--- config.mk ---
export PLATFORM = sky130hd
export DESIGN_NAME = serlink_nw_flat
export DESIGN_NICKNAME = d
export VERILOG_FILES = /design/src/rtl/serlink_pkg.sv /design/src/rtl/serlink_nw_if.sv /design/src/rtl/serlink_rx.sv /design/src/rtl/serlink_nw.sv /design/src/flat_wrapper.sv
export SDC_FILE = /design/constraint.sdc
export NUM_CORES = 1
export LEC_CHECK = 0
export ABC_AREA = 0
export BUFFER_PORTS_ARGS = -buffer_cell sky130_fd_sc_hd__buf_2
export CAP_MARGIN = 40
export CORE_ASPECT_RATIO = 0.6
export CORE_MARGIN = 4
export CORE_UTILIZATION = 50
export CTS_CLUSTER_SIZE = 25
export DETAILED_ROUTE_END_ITERATION = 16
export GPL_ROUTABILITY_DRIVEN = 0
export MAX_ROUTING_LAYER = met4
export PLACE_DENSITY_LB_ADDON = 0.05
export SLEW_MARGIN = 20
export SYNTH_ARGS = -nofsm -noshare
export SYNTH_HDL_FRONTEND = slang
export SYNTH_SLANG_ARGS = --single-unit
--- constraint.sdc ---
create_clock -name clk -period 3.2 [get_ports clk]
set_input_delay 0.16 -clock clk [delete_from_list [all_inputs] [get_ports clk]]
set_output_delay 0.16 -clock clk [all_outputs]
set_load 0.03 [all_outputs]
--- src/rtl/serlink_pkg.sv ---
// Shared state encodings, line level and frame sizing for the serial link.
// SERLINK_PARITY_EN adds one even-parity bit per frame.
package serlink_pkg;

    typedef enum logic [2:0] {
        ST_IDLE   = 3'd0,
        ST_START  = 3'd1,
        ST_DATA   = 3'd2,
        ST_PARITY = 3'd3,
        ST_STOP   = 3'd4
    } state_t;

    localparam logic LINE_IDLE = 1'b1;

`ifdef SERLINK_PARITY_EN
    localparam int PARITY_BITS = 1;
`else
    localparam int PARITY_BITS = 0;
`endif

    function automatic int frame_len(input int width, input int nwords);
        return 2 + width * nwords + PARITY_BITS;
    endfunction

    function automatic int clog2_min1(input int n);
        return (n <= 2) ? 1 : $clog2(n);
    endfunction

endpackage

--- src/rtl/serlink_nw_if.sv ---
// Parallel-side and line-side signals of the serial link, grouped for the top port.
// master = host/line driver, slave = link.
interface serlink_nw_if #(
    parameter int WIDTH  = 4,
    parameter int NWORDS = 4
);
    localparam int BW = serlink_pkg::clog2_min1(WIDTH);
    localparam int WW = serlink_pkg::clog2_min1(NWORDS);

    logic [NWORDS-1:0]       ld;
    logic [NWORDS*WIDTH-1:0] wr_data;
    logic                    transmit;
    logic                    tx_data;
    logic                    busy;
    logic                    sent_n;
    logic                    rx_in;
    logic [NWORDS*WIDTH-1:0] rx_words;
    logic [BW-1:0]           qbit;
    logic [WW-1:0]           qwrd;
    logic                    received_n;
    logic                    frame_err;
    logic                    parity_err;

    modport master (
        output ld, wr_data, transmit, rx_in,
        input  tx_data, busy, sent_n, rx_words, qbit, qwrd,
               received_n, frame_err, parity_err
    );

    modport slave (
        input  ld, wr_data, transmit, rx_in,
        output tx_data, busy, sent_n, rx_words, qbit, qwrd,
               received_n, frame_err, parity_err
    );

endinterface

--- src/rtl/serlink_rx.sv ---
// Serial receiver: start-bit detect, word/bit counters, frame assembly, stop/parity checks.
// rx_words/received_n update one cycle after the stop-bit sample; no backpressure.
module serlink_rx
    import serlink_pkg::*;
#(
    parameter  int WIDTH  = 4,
    parameter  int NWORDS = 4,
    localparam int NB     = WIDTH * NWORDS,
    localparam int BW     = clog2_min1(WIDTH),
    localparam int WW     = clog2_min1(NWORDS)
) (
    input  logic          clk,
    input  logic          clr_n,
    input  logic          rx_in,
    output logic [NB-1:0] rx_words,
    output logic [BW-1:0] qbit,
    output logic [WW-1:0] qwrd,
    output logic          received_n,
    output logic          frame_err,
    output logic          parity_err
);

    state_t        state;
    logic [NB-1:0] asm_q;
`ifdef SERLINK_PARITY_EN
    logic          pacc;
    logic          perr;
`endif

    always_ff @(posedge clk or negedge clr_n) begin
        if (!clr_n) begin
            state      <= ST_IDLE;
            asm_q      <= '0;
            qbit       <= '0;
            qwrd       <= '0;
            rx_words   <= '0;
            received_n <= 1'b1;
            frame_err  <= 1'b0;
`ifdef SERLINK_PARITY_EN
            pacc       <= 1'b0;
            perr       <= 1'b0;
            parity_err <= 1'b0;
`endif
        end else begin
            received_n <= 1'b1;
            frame_err  <= 1'b0;
`ifdef SERLINK_PARITY_EN
            parity_err <= 1'b0;
`endif
            case (state)
                ST_IDLE: begin
                    if (rx_in != LINE_IDLE) begin
                        state <= ST_DATA;
                        qbit  <= '0;
                        qwrd  <= '0;
`ifdef SERLINK_PARITY_EN
                        pacc  <= 1'b0;
`endif
                    end
                end
                ST_DATA: begin
                    // Bits arrive word 0 LSB first, so shifting in at the top
                    // leaves the first bit at position 0 after NB samples.
                    asm_q <= {rx_in, asm_q[NB-1:1]};
`ifdef SERLINK_PARITY_EN
                    pacc  <= pacc ^ rx_in;
`endif
                    if (qbit == BW'(WIDTH - 1)) begin
                        qbit <= '0;
                        if (qwrd == WW'(NWORDS - 1)) begin
                            qwrd <= '0;
`ifdef SERLINK_PARITY_EN
                            state <= ST_PARITY;
`else
                            state <= ST_STOP;
`endif
                        end else begin
                            qwrd <= qwrd + WW'(1);
                        end
                    end else begin
                        qbit <= qbit + BW'(1);
                    end
                end
`ifdef SERLINK_PARITY_EN
                ST_PARITY: begin
                    perr  <= pacc ^ rx_in;
                    state <= ST_STOP;
                end
`endif
                ST_STOP: begin
                    state <= ST_IDLE;
                    if (rx_in != LINE_IDLE) begin
                        frame_err <= 1'b1;
`ifdef SERLINK_PARITY_EN
                    end else if (perr) begin
                        parity_err <= 1'b1;
`endif
                    end else begin
                        rx_words   <= asm_q;
                        received_n <= 1'b0;
                    end
                end
                default: state <= ST_IDLE;
            endcase
        end
    end

`ifndef SERLINK_PARITY_EN
    assign parity_err = 1'b0;
`endif

endmodule

--- src/rtl/serlink_nw.sv ---
// NWORDS x WIDTH holding regs serialised with start/stop framing (SERLINK_PARITY_EN adds parity).
// Frame = 2+NWORDS*WIDTH(+1) cycles; transmit while busy is dropped, not queued.
module serlink_nw
    import serlink_pkg::*;
#(
    parameter int WIDTH  = 4,
    parameter int NWORDS = 4
) (
    input logic         clk,
    input logic         clr_n,
    serlink_nw_if.slave bus
);

    localparam int NB = WIDTH * NWORDS;
    localparam int CW = $clog2(NB + 1);

    logic [NB-1:0] hold;
    logic [NB-1:0] shreg;
    logic [CW-1:0] cnt;
    state_t        tx_state;
    logic          tx_q;
    logic          busy_q;
    logic          sent_n_q;
`ifdef SERLINK_PARITY_EN
    logic          par;
`endif

    always_ff @(posedge clk or negedge clr_n) begin
        if (!clr_n) begin
            hold <= '0;
        end else begin
            for (int i = 0; i < NWORDS; i++) begin
                if (bus.ld[i]) hold[i*WIDTH +: WIDTH] <= bus.wr_data[i*WIDTH +: WIDTH];
            end
        end
    end

    // Outputs are registered from the next state, so the line bit for a
    // state appears the cycle that state is entered.
    always_ff @(posedge clk or negedge clr_n) begin
        if (!clr_n) begin
            tx_state <= ST_IDLE;
            shreg    <= '0;
            cnt      <= '0;
            tx_q     <= LINE_IDLE;
            busy_q   <= 1'b0;
            sent_n_q <= 1'b1;
`ifdef SERLINK_PARITY_EN
            par      <= 1'b0;
`endif
        end else begin
            case (tx_state)
                ST_IDLE: begin
                    if (bus.transmit) begin
                        shreg    <= hold;
                        tx_q     <= ~LINE_IDLE;
                        busy_q   <= 1'b1;
                        tx_state <= ST_START;
`ifdef SERLINK_PARITY_EN
                        par      <= ^hold;
`endif
                    end
                end
                ST_START: begin
                    tx_q     <= shreg[0];
                    shreg    <= {1'b0, shreg[NB-1:1]};
                    cnt      <= CW'(1);
                    tx_state <= ST_DATA;
                end
                ST_DATA: begin
                    if (cnt == CW'(NB)) begin
`ifdef SERLINK_PARITY_EN
                        tx_q     <= par;
                        tx_state <= ST_PARITY;
`else
                        tx_q     <= LINE_IDLE;
                        sent_n_q <= 1'b0;
                        tx_state <= ST_STOP;
`endif
                    end else begin
                        tx_q  <= shreg[0];
                        shreg <= {1'b0, shreg[NB-1:1]};
                        cnt   <= cnt + CW'(1);
                    end
                end
`ifdef SERLINK_PARITY_EN
                ST_PARITY: begin
                    tx_q     <= LINE_IDLE;
                    sent_n_q <= 1'b0;
                    tx_state <= ST_STOP;
                end
`endif
                ST_STOP: begin
                    tx_q     <= LINE_IDLE;
                    sent_n_q <= 1'b1;
                    busy_q   <= 1'b0;
                    tx_state <= ST_IDLE;
                end
                default: tx_state <= ST_IDLE;
            endcase
        end
    end

    assign bus.tx_data = tx_q;
    assign bus.busy    = busy_q;
    assign bus.sent_n  = sent_n_q;

    serlink_rx #(
        .WIDTH  (WIDTH),
        .NWORDS (NWORDS)
    ) u_rx (
        .clk        (clk),
        .clr_n      (clr_n),
        .rx_in      (bus.rx_in),
        .rx_words   (bus.rx_words),
        .qbit       (bus.qbit),
        .qwrd       (bus.qwrd),
        .received_n (bus.received_n),
        .frame_err  (bus.frame_err),
        .parity_err (bus.parity_err)
    );

endmodule

--- src/flat_wrapper.sv ---
// flat-port wrapper written by rule: the top's interface ports become plain ports
module serlink_nw_flat import serlink_pkg::*;
#(
    parameter int WIDTH  = 4,
    parameter int NWORDS = 4
)
  (clk, clr_n, bus_ld, bus_wr_data, bus_transmit, bus_rx_in, bus_tx_data, bus_busy, bus_sent_n, bus_rx_words, bus_qbit, bus_qwrd, bus_received_n, bus_frame_err, bus_parity_err);
  serlink_nw_if #(.WIDTH(WIDTH), .NWORDS(NWORDS)) bus_i ();
  input logic clk;
  input logic clr_n;
  input wire logic [$bits(bus_i.ld)-1:0] bus_ld;
  input wire logic [$bits(bus_i.wr_data)-1:0] bus_wr_data;
  input wire logic [$bits(bus_i.transmit)-1:0] bus_transmit;
  input wire logic [$bits(bus_i.rx_in)-1:0] bus_rx_in;
  output wire logic [$bits(bus_i.tx_data)-1:0] bus_tx_data;
  output wire logic [$bits(bus_i.busy)-1:0] bus_busy;
  output wire logic [$bits(bus_i.sent_n)-1:0] bus_sent_n;
  output wire logic [$bits(bus_i.rx_words)-1:0] bus_rx_words;
  output wire logic [$bits(bus_i.qbit)-1:0] bus_qbit;
  output wire logic [$bits(bus_i.qwrd)-1:0] bus_qwrd;
  output wire logic [$bits(bus_i.received_n)-1:0] bus_received_n;
  output wire logic [$bits(bus_i.frame_err)-1:0] bus_frame_err;
  output wire logic [$bits(bus_i.parity_err)-1:0] bus_parity_err;
  assign bus_i.ld = bus_ld;
  assign bus_i.wr_data = bus_wr_data;
  assign bus_i.transmit = bus_transmit;
  assign bus_i.rx_in = bus_rx_in;
  assign bus_tx_data = bus_i.tx_data;
  assign bus_busy = bus_i.busy;
  assign bus_sent_n = bus_i.sent_n;
  assign bus_rx_words = bus_i.rx_words;
  assign bus_qbit = bus_i.qbit;
  assign bus_qwrd = bus_i.qwrd;
  assign bus_received_n = bus_i.received_n;
  assign bus_frame_err = bus_i.frame_err;
  assign bus_parity_err = bus_i.parity_err;
  serlink_nw #(.WIDTH(WIDTH), .NWORDS(NWORDS)) u_core (.clk(clk), .clr_n(clr_n), .bus(bus_i));
endmodule
## Word-level counts from Yosys, hierarchy flattened

Cells that the tools add are included.

- Flip-flop bits (word level): 84
- Output and inout bits: 26
- Input bits: 24
- Logic and storage cells: 80

- Reductions and logical operators: 18
- Add/sub/neg operators: 3
- Mux-type cells: 28
- Equal/unequal tests: 14

Operator list:

| operator | count |
|---|---|
| $pmux 16 s3 | 1 |
| $mux 16 | 2 |
| $mux 3 | 5 |
| $reduce_and 2->1 | 7 |
| $ne 2x2->1 const B | 5 |
| $pmux 5 s2 | 1 |
| $pmux 3 s3 | 1 |
| $reduce_and 3->1 | 3 |
| $mux 2 | 4 |
| $pmux 2 s2 | 2 |
| $reduce_bool 2->1 | 4 |
| $mux 1 | 7 |
| $eq 3x2->1 const B | 2 |
| $eq 3x3->1 const B | 2 |
| $logic_not 3->1 | 2 |
| $pmux 3 s2 | 1 |
| $add 5x1->5 const B | 1 |
| $eq 5x5->1 const B | 1 |
| $mux 5 | 1 |
| $add 2x1->2 const B | 2 |
| $eq 2x2->1 const B | 2 |
| $pmux 1 s2 | 2 |
| $pmux 1 s4 | 1 |
| $reduce_bool 4->1 | 1 |
| other kinds (3) | 3 |

## Logic depth before layout (Yosys ltp)

Gate-level depths: netlist (run 1).

- Word-level depth: 4
- Gate-level depth with buffers: 6
- Depth with buffers taken out: 5

## Hierarchy

Synthesis (run 1) repeated with hierarchy kept, for this count alone.

- Cell total of the unflattened synthesis: 273
- Area total of the unflattened synthesis: 3616.0 sq um

Modules (own cells, without submodules):

| module | area an instance (sq um) | seq. area each (sq um) | times used | cells each |
|---|---|---|---|---|
| serlink_nw | 1999.4 | 1078.5 | 1 | 174 |
| serlink_rx | 1616.6 | 1002.2 | 1 | 99 |

## Worst setup path before layout (run 1)

Ideal clock, no wire load.

- Kind: reg2reg
- Start point: register u_core.tx_state[1]
- End point: register u_core.cnt[1]
- Library setup time: 0.120 ns
- Setup slack: 1.657 ns
- Buffers on the path: 2
- Clock period less this slack: 1.543 ns
- Data arrival time: 1.423 ns
- Stages on the path, launching flop included: 6
- Required time: 3.080 ns
- Cells stage by stage: dfrtp_1 -> buf_4 -> nor2_2 -> clkbuf_1 -> nand2_1 -> a31o_2

- Cells in the longest elaborated chain, start to end: 3
- Elaborated cells between the ends (all ways): 6
- Those cells by class: 3 x eq/ne; 1 x mux; 2 x reduce/logical

Ends and longest elaborated chain:

| item | line | RTL |
|---|---|---|
| start: declaration | serlink_nw.sv:20 | `state_t tx_state;` |
| start signal: assignment | serlink_nw.sv:42 | `tx_state <= ST_IDLE;` |
| start signal: assignment | serlink_nw.sv:58 | `tx_state <= ST_START;` |
| start signal: assignment | serlink_nw.sv:68 | `tx_state <= ST_DATA;` |
| $eq 3x2->1 or $eq 3x1->1 (tied branches) | serlink_nw.sv:52 | `case (tx_state)` |
| $ne 2x2->1 (no source line) or $reduce_bool 2->1 (tied branches) | -- |  |
| $reduce_and 2->1 (no source line) | -- |  |
| end signal: assignment | serlink_nw.sv:83 | `cnt <= cnt + CW'(1);` |
| end: declaration | serlink_nw.sv:19 | `logic [CW-1:0] cnt;` |

Parallel ways exist; a longest one is shown, timed or not.
A chain may end at the register's enable or synchronous reset.

## Final worst setup path (run 1)

- Start point: register u_core.tx_state[2]
- End point: register u_core.shreg[9]

- Cells in the longest elaborated chain, start to end: 3
- Elaborated cells between the ends (all ways): 8
- Those cells by class: 4 x eq/ne; 1 x mux; 3 x reduce/logical

Ends and longest elaborated chain:

| item | line | RTL |
|---|---|---|
| $eq 3x2->1, or another cell as far along | serlink_nw.sv:52 |  |
| $ne 2x2->1 (no source line) or $reduce_bool 3->1 (tied branches) | -- |  |
| $reduce_and 3->1 (no source line) | -- |  |
| end signal: assignment | serlink_nw.sv:55 | `shreg <= hold;` |
| end signal: assignment | serlink_nw.sv:66 | `shreg <= {1'b0, shreg[NB-1:1]};` |
| end signal: assignment | serlink_nw.sv:82 | `shreg <= {1'b0, shreg[NB-1:1]};` |
| end: declaration | serlink_nw.sv:18 | `logic [NB-1:0] shreg;` |

Parallel ways exist; a longest one is shown, timed or not.

==> results of run 1 <==
-- registers in the layout, summed over array words and instances (netlist names) --
| register | cells |
|---|---|
| u_core.bus.busy | 1 |
| u_core.bus.sent_n | 1 |
| u_core.bus.tx_data | 1 |
| u_core.cnt | 5 |
| u_core.hold | 16 |
| u_core.shreg | 16 |
| u_core.tx_state | 3 |
| u_core.u_rx.asm_q | 16 |
| u_core.u_rx.frame_err | 1 |
| u_core.u_rx.qbit | 2 |
| u_core.u_rx.qwrd | 2 |
| u_core.u_rx.received_n | 1 |
| u_core.u_rx.rx_words | 16 |
| u_core.u_rx.state | 2 |
-- worst register-to-register path: stages (launching register included) --
cell and delay [ns]:
dfrtp_1 0.68, nor3b_1 0.38, a22o_1 0.59, a31oi_1 0.17
-- through the flow --
step,area [µm²],instances
2_1_floorplan,3560,284
3_3_place_gp,3850,403
3_5_place_dp,3880,404
4_1_cts,4180,421
5_1_grt,4210,423
6_report,4210,423
-- per-layer routing --
layer	track usage	share of wire	vias up
li1	-	-	1159
met2	0.240	0.42	78
met4	0.0573	0.0024	0
met3	0.0609	0.065	2
met5	-	0	-
met1	0.265	0.51	1190
-- where the power goes --
group | switching [µW] | total [µW] | internal [µW] | leakage, µW
Clock | 395 | 1020 | 624 | 0.000139
Combinational | 726 | 1340 | 614 | 0.000752
Sequential | 264 | 1660 | 1400 | 0.000996
Total | 1380 | 4020 | 2640 | 0.00189
-- kinds of logic (layout without fill, tap and decap cells) --
logic type,Yosys count,in the layout
flip-flops,83,83
AO/OA/AOI/OAI,71,71
multiplexers,48,48
AND/OR/NAND/NOR,46,46
buffers and inverters,29,81
adder cells (fa/ha/maj),4,4
XOR/XNOR,2,2
other,1,1
-- worst max path at each step --
stage,start,to,slack [ns],cells past startpoint
after detailed placement,u_core.tx_state[2],u_core.shreg[9],1.25,3
final,u_core.tx_state[2],u_core.shreg[9],1.22,3
after global placement,u_core.tx_state[0],u_core.shreg[1],1.30,3
after global routing,u_core.tx_state[2],u_core.shreg[7],1.07,3
after floorplan,u_core.tx_state[1],u_core.cnt[1],1.66,5
after CTS,u_core.tx_state[2],u_core.shreg[9],1.23,3
-- timing repair --
| action | in CTS | in global routing |
|---|---|---|
| endpoints found under the setup margin | 0 | 0 |
| hold buffers | 1 | 0 |
| endpoints found under the hold margin | 33 | 0 |
-- cells in the final DEF, fill, tap and decap left out, types with 8 or more instances in the layout --
cell type,n
dfrtp_1,80
o21ai_0,18
a31oi_1,17
inv_1,8
nand3_1,17
mux2_2,48
a21oi_1,9
buf_2,47
a221oi_1,16
clkbuf_16,9
-- cell type report --
cell class | count | area [µm²] | share of cell area
sequential | 83 | 2080 | 0.494
multi-input combinational | 172 | 1350 | 0.321
timing repair buffer | 57 | 344 | 0.0817
clock buffer | 12 | 246 | 0.0585
tap | 87 | 109 | 0.0259
clock inverter | 4 | 50.0 | 0.0119
inverter | 8 | 30.0 | 0.00713
==> impl_metrics.py, run 1 <==
metrics = {
    "logic_synthesis": {
        "ys_warn_count": 0,
        "postSynthAreaPerCell_um2": 12.6,
        "ys.flop_type": "dfrtp_1",
        "ys_seq_area_frac": 0.584,
        "synthTopCellsByCount": "dfrtp_1, mux2_2, o21ai_0, a31oi_1, nand3_1",
        "synth_edf_count": 0,
        "synth.most_common_cell": "dfrtp_1",
        "netlist_area_um2": 3560,
        "yosys-top-cells-area": "dfrtp_1, mux2_2, a221oi_1",
        "muxShareOfSynthArea": 0.152,
        "synth_xor_xnor_area_share": 0.00491,
        "synth-simple-area-share": 0.0741,
        "async_flop_share": 1.00,
        "synth_top_area_frac": 0.562,
        "syn_nets": 312,
        "netlist.top_cell.by_area": "dfrtp_1",
        "synth_compound_gate_area_share": 0.133,
        "synth_top_family_by_area": "multiplexers",
        "synthAdderAreaFrac": 0.0140,
        "synth_cells": 284,
        "synth_cell_types": 38,
        "ys_ff_latch": 83,
    },
    "setup_path": {
        "rrSetupSlack_ns": 1.22,
        "critPathKind": "flop to flop",
        "slowest_delay_ns": 0.68,
        "cp_data_arrival_time_ns": 2.16,
        "endpoint_kind": "flop",
        "cp_slowest_cell": "dfrtp_1",
        "start_kind": "flop",
        "r2r_cells": 3,
        "crit_buf_inv": 0,
        "critPathMaxFanout": 27,
        "r2r-end": "u_core.shreg[9]",
        "crit_path_cell_trace": "nor3b_1, a22o_1, a31oi_1",
        "path_delay_family": "compound AO/OA/AOI/OAI gates",
        "crit_required_ns": 3.38,
        "r2r-start": "u_core.tx_state[2]",
    },
    "sta": {
        "fin_worst_skew_ns": 0.00783,
        "rsz0062_at_grt": "no",
        "fin_tns_setup_ns": 0,
        "layout_setup_ws_ns": 1.22,
        "hold_viol": 0,
        "fmaxAchievable_ghz": 0.505,
        "slew_viol_final": 0,
        "max_slew_margin": 0.445,
        "period_needed_ns": 1.98,
        "setup_violations": 0,
        "tightest_slew_ns": 0.832,
        "hold-worst-slack_ns": 0.0286,
        "fin_crit_sh": 0.619,
    },
    "routing": {
        "drt_first_pass_iters": 7,
        "drt_iter0_drc": 203,
        "wl_per_cell_um": 16.6,
        "drc_errors": 0,
        "via_count": 2429,
        "postRouteAntennaNets": 0,
        "drt-total-wl_um": 7010,
        "via_per_inst": 5.74,
    },
    "die": {
        "die_w_um": 117,
        "die_area_um2": 8590,
        "rows": 23,
        "core_region_area_um2": 6790,
        "io_pins": 50,
        "initial_core_util": 0.525,
        "die_h_um": 73.4,
    },
    "cts": {
        "cts_resized": 0,
        "cts_max_path_buffers": 2,
        "cts_tree": "built",
        "post-cts-setup-buffer-count": 0,
        "htreeDepth": 3,
        "clk_latency_ns": 0.34,
        "clk_pin_slew_ns": 0.06,
        "cts_made_buffers": 9,
        "root_buffer": "clkbuf_16",
        "cts.sinks": 83,
    },
    "grt": {
        "grt_pass1_vias": 2276,
        "grt_overflow": 0,
        "grt_max_degree": 49,
        "antenna_found_initial": 0,
        "grtUsageTotal": 0.182,
        "grt_pass1_wl_um": 11500,
    },
    "power": {
        "ir_drop_uv": 586,
        "powerDensity_nw_per_um2": 955,
        "p_leak_uw": 0.00189,
        "design_power_total_uw": 4020,
    },
    "final_layout": {
        "antenna_cells": 0,
        "area_growth_pct": 18.1,
        "layout-drive-gt1-share": 0.372,
        "fillCellCount": 549,
        "final_util": 0.620,
        "nets": 359,
    },
    "hold_path": {
        "hp-start": "bus_rx_in",
        "hold_depth": 2,
        "hold-path-endpoint": "u_core.u_rx.frame_err",
        "worstHoldPathType": "input pin to flop",
    },
    "place": {
        "hpwl_um": 4610,
        "dpl_worst_slack_ns": 1.25,
        "port_buffers": 48,
    },
    "run": {
        "maxCapViolCount": 0,
    },
    "outcome": {
        "outcome": "completed",
    },
}
Note: power is estimated with default switching activity, not from simulation.
==> run 2: changes to the inputs <==
- clock period: 3.2 -> 1.8 ns (I/O delays scaled with it)
==> run 2 against run 1 <==
Compared with the run above: clock power is 91% higher; final cell count is 5.4% higher; highest routed layer unchanged; non-clock buffer count is 23 higher; power is 83% higher; sequential share of layout area is 2.6 points lower; cell area is 5.5% higher; wire length is 3.1% higher; via count is 5.3% higher; count of clock-buffer cells in the layout is 1 lower.
==> impl_metrics.py, run 2 (synthesis results as in run 1) <==
metrics = {
    "place": {
        "port_buffers": 48,
        "hpwl_um": 4870,
        "dpl_worst_slack_ns": 0.0951,
    },
    "routing": {
        "postRouteAntennaNets": 0,
        "drc_errors": 0,
        "wl_per_cell_um": 16.2,
        "drt_iter0_drc": 234,
        "drt_first_pass_iters": 5,
        "via_per_inst": 5.74,
        "via_count": 2558,
        "drt-total-wl_um": 7230,
    },
    "sta": {
        "setup_violations": 0,
        "tightest_slew_ns": 0.522,
        "period_needed_ns": 1.66,
        "hold-worst-slack_ns": 0.0205,
        "rsz0062_at_grt": "no",
        "fin_tns_setup_ns": 0,
        "hold_viol": 0,
        "fmaxAchievable_ghz": 0.602,
        "layout_setup_ws_ns": 0.138,
        "fin_crit_sh": 0.923,
        "max_slew_margin": 0.652,
        "slew_viol_final": 0,
        "fin_worst_skew_ns": 0.00986,
    },
    "hold_path": {
        "worstHoldPathType": "input pin to flop",
    },
    "run": {
        "maxCapViolCount": 0,
    },
    "setup_path": {
        "cp_data_arrival_time_ns": 1.92,
        "critPathKind": "flop to flop",
        "start_kind": "flop",
        "crit_required_ns": 2.06,
        "critPathMaxFanout": 8,
        "endpoint_kind": "flop",
    },
    "die": {
        "rows": 23,
        "die_w_um": 117,
        "io_pins": 50,
        "die_h_um": 73.4,
        "core_region_area_um2": 6790,
        "die_area_um2": 8590,
        "initial_core_util": 0.525,
    },
    "cts": {
        "cts_tree": "built",
        "cts.sinks": 83,
        "htreeDepth": 3,
        "clk_latency_ns": 0.33,
        "root_buffer": "clkbuf_16",
        "cts_max_path_buffers": 2,
        "clk_pin_slew_ns": 0.06,
        "cts_made_buffers": 9,
        "post-cts-setup-buffer-count": 0,
    },
    "final_layout": {
        "antenna_cells": 0,
        "fillCellCount": 507,
        "area_growth_pct": 24.6,
        "layout-drive-gt1-share": 0.379,
        "nets": 382,
        "mostFrequentLayoutCell": "dfrtp_1",
        "layout_common_cells": "dfrtp_1, mux2_2, buf_2, o21ai_0",
    },
    "power": {
        "p_sw_frac": 0.336,
        "ir_drop_uv": 1310,
        "p_switching_uw": 2470,
        "p_leak_uw": 0.00200,
        "powerDensity_nw_per_um2": 1650,
        "internal-power_uw": 4870,
        "p_clk_frac": 0.266,
        "design_power_total_uw": 7340,
        "seqPwrFrac": 0.396,
        "combPwrFrac": 0.339,
    },
    "grt": {
        "grt_max_degree": 41,
        "grt_overflow": 0,
        "grt_pass1_vias": 2368,
        "antenna_found_initial": 0,
        "grtUsageTotal": 0.186,
        "grt_pass1_wl_um": 11900,
    },
    "outcome": {
        "outcome": "completed",
    },
}
run 2: cell types whose count changed in the layout (fill, tap and decap cells not counted), sizes merged:
cell	before	now
buf	56	64
bufinv	1	2
clkbuf	12	11
clkinv	1	2
clkinvlp	2	1
dlygate4sd3	1	16
run 2: critical path, stage by stage, from the launching register on:
cell	delay, ns
dfrtp_1	0.41
inv_1	0.07
ha_1	0.20
nand4bb_1	0.14
buf_4	0.18
or3b_2	0.46
a21oi_2	0.14
run 2: routing by layer:
layer  vias up  part of all wire  global-route usage
met5         -                 0                   -
met4         0             0.011              0.0623
met3         8             0.064              0.0551
met2        83              0.40               0.231
met1      1261              0.53               0.284
li1       1206                 -                   -
run 2: per-stage QoR:
stage	util	cell area (µm²)	instances
3_3_place_gp	0.583	3960	414
6_report	0.654	4440	446
4_1_cts	0.653	4440	446
2_1_floorplan	-	3560	284
5_1_grt	0.654	4440	446
3_5_place_dp	0.583	3960	414
run 2: power by group through the flow:
stage               Combinational (µW)  Sequential (µW)  Clock [µW]
CTS                               2490             2900        1990
finish                            2490             2910        1950
floorplan                         1700             3010           0
global placement                  2410             2910           0
detailed placement                2450             2920           0
global route                      2760             3000        2070
run 2: final timing paths:
path / start / to / slack (ns) / depth (start not counted)
worst min register to register: u_core.hold[15] / u_core.shreg[15] / 0.50 / 2
worst max-delay path: u_core.cnt[0] / u_core.cnt[2] / 0.14 / 6
max in group asynchronous: clr_n / u_core.bus.sent_n / 0.89 / 3
worst min-delay path: bus_wr_data[3] / u_core.hold[3] / 0.02 / 2
min in group asynchronous: clr_n / u_core.hold[11] / 0.27 / 2
worst max register to register: u_core.cnt[0] / u_core.cnt[2] / 0.14 / 6
run 2: area by class of cell:
cell class | count | area [µm²] | area share
Timing Repair Buffer | 80 | 548 | 0.123
Multi-Input combinational cell | 172 | 1360 | 0.305
Sequential cell | 83 | 2080 | 0.468
Clock inverter | 5 | 77.6 | 0.0175
Tap cell | 87 | 109 | 0.0245
Clock buffer | 11 | 243 | 0.0546
Inverter | 8 | 30.0 | 0.00676
run 2: timing repair:
item / CTS / global route
hold buffers: 16 / 0
resized for setup: 0 / 2
endpoints found under the hold margin: 52 / 0
setup endpoints to repair: 0 / 17
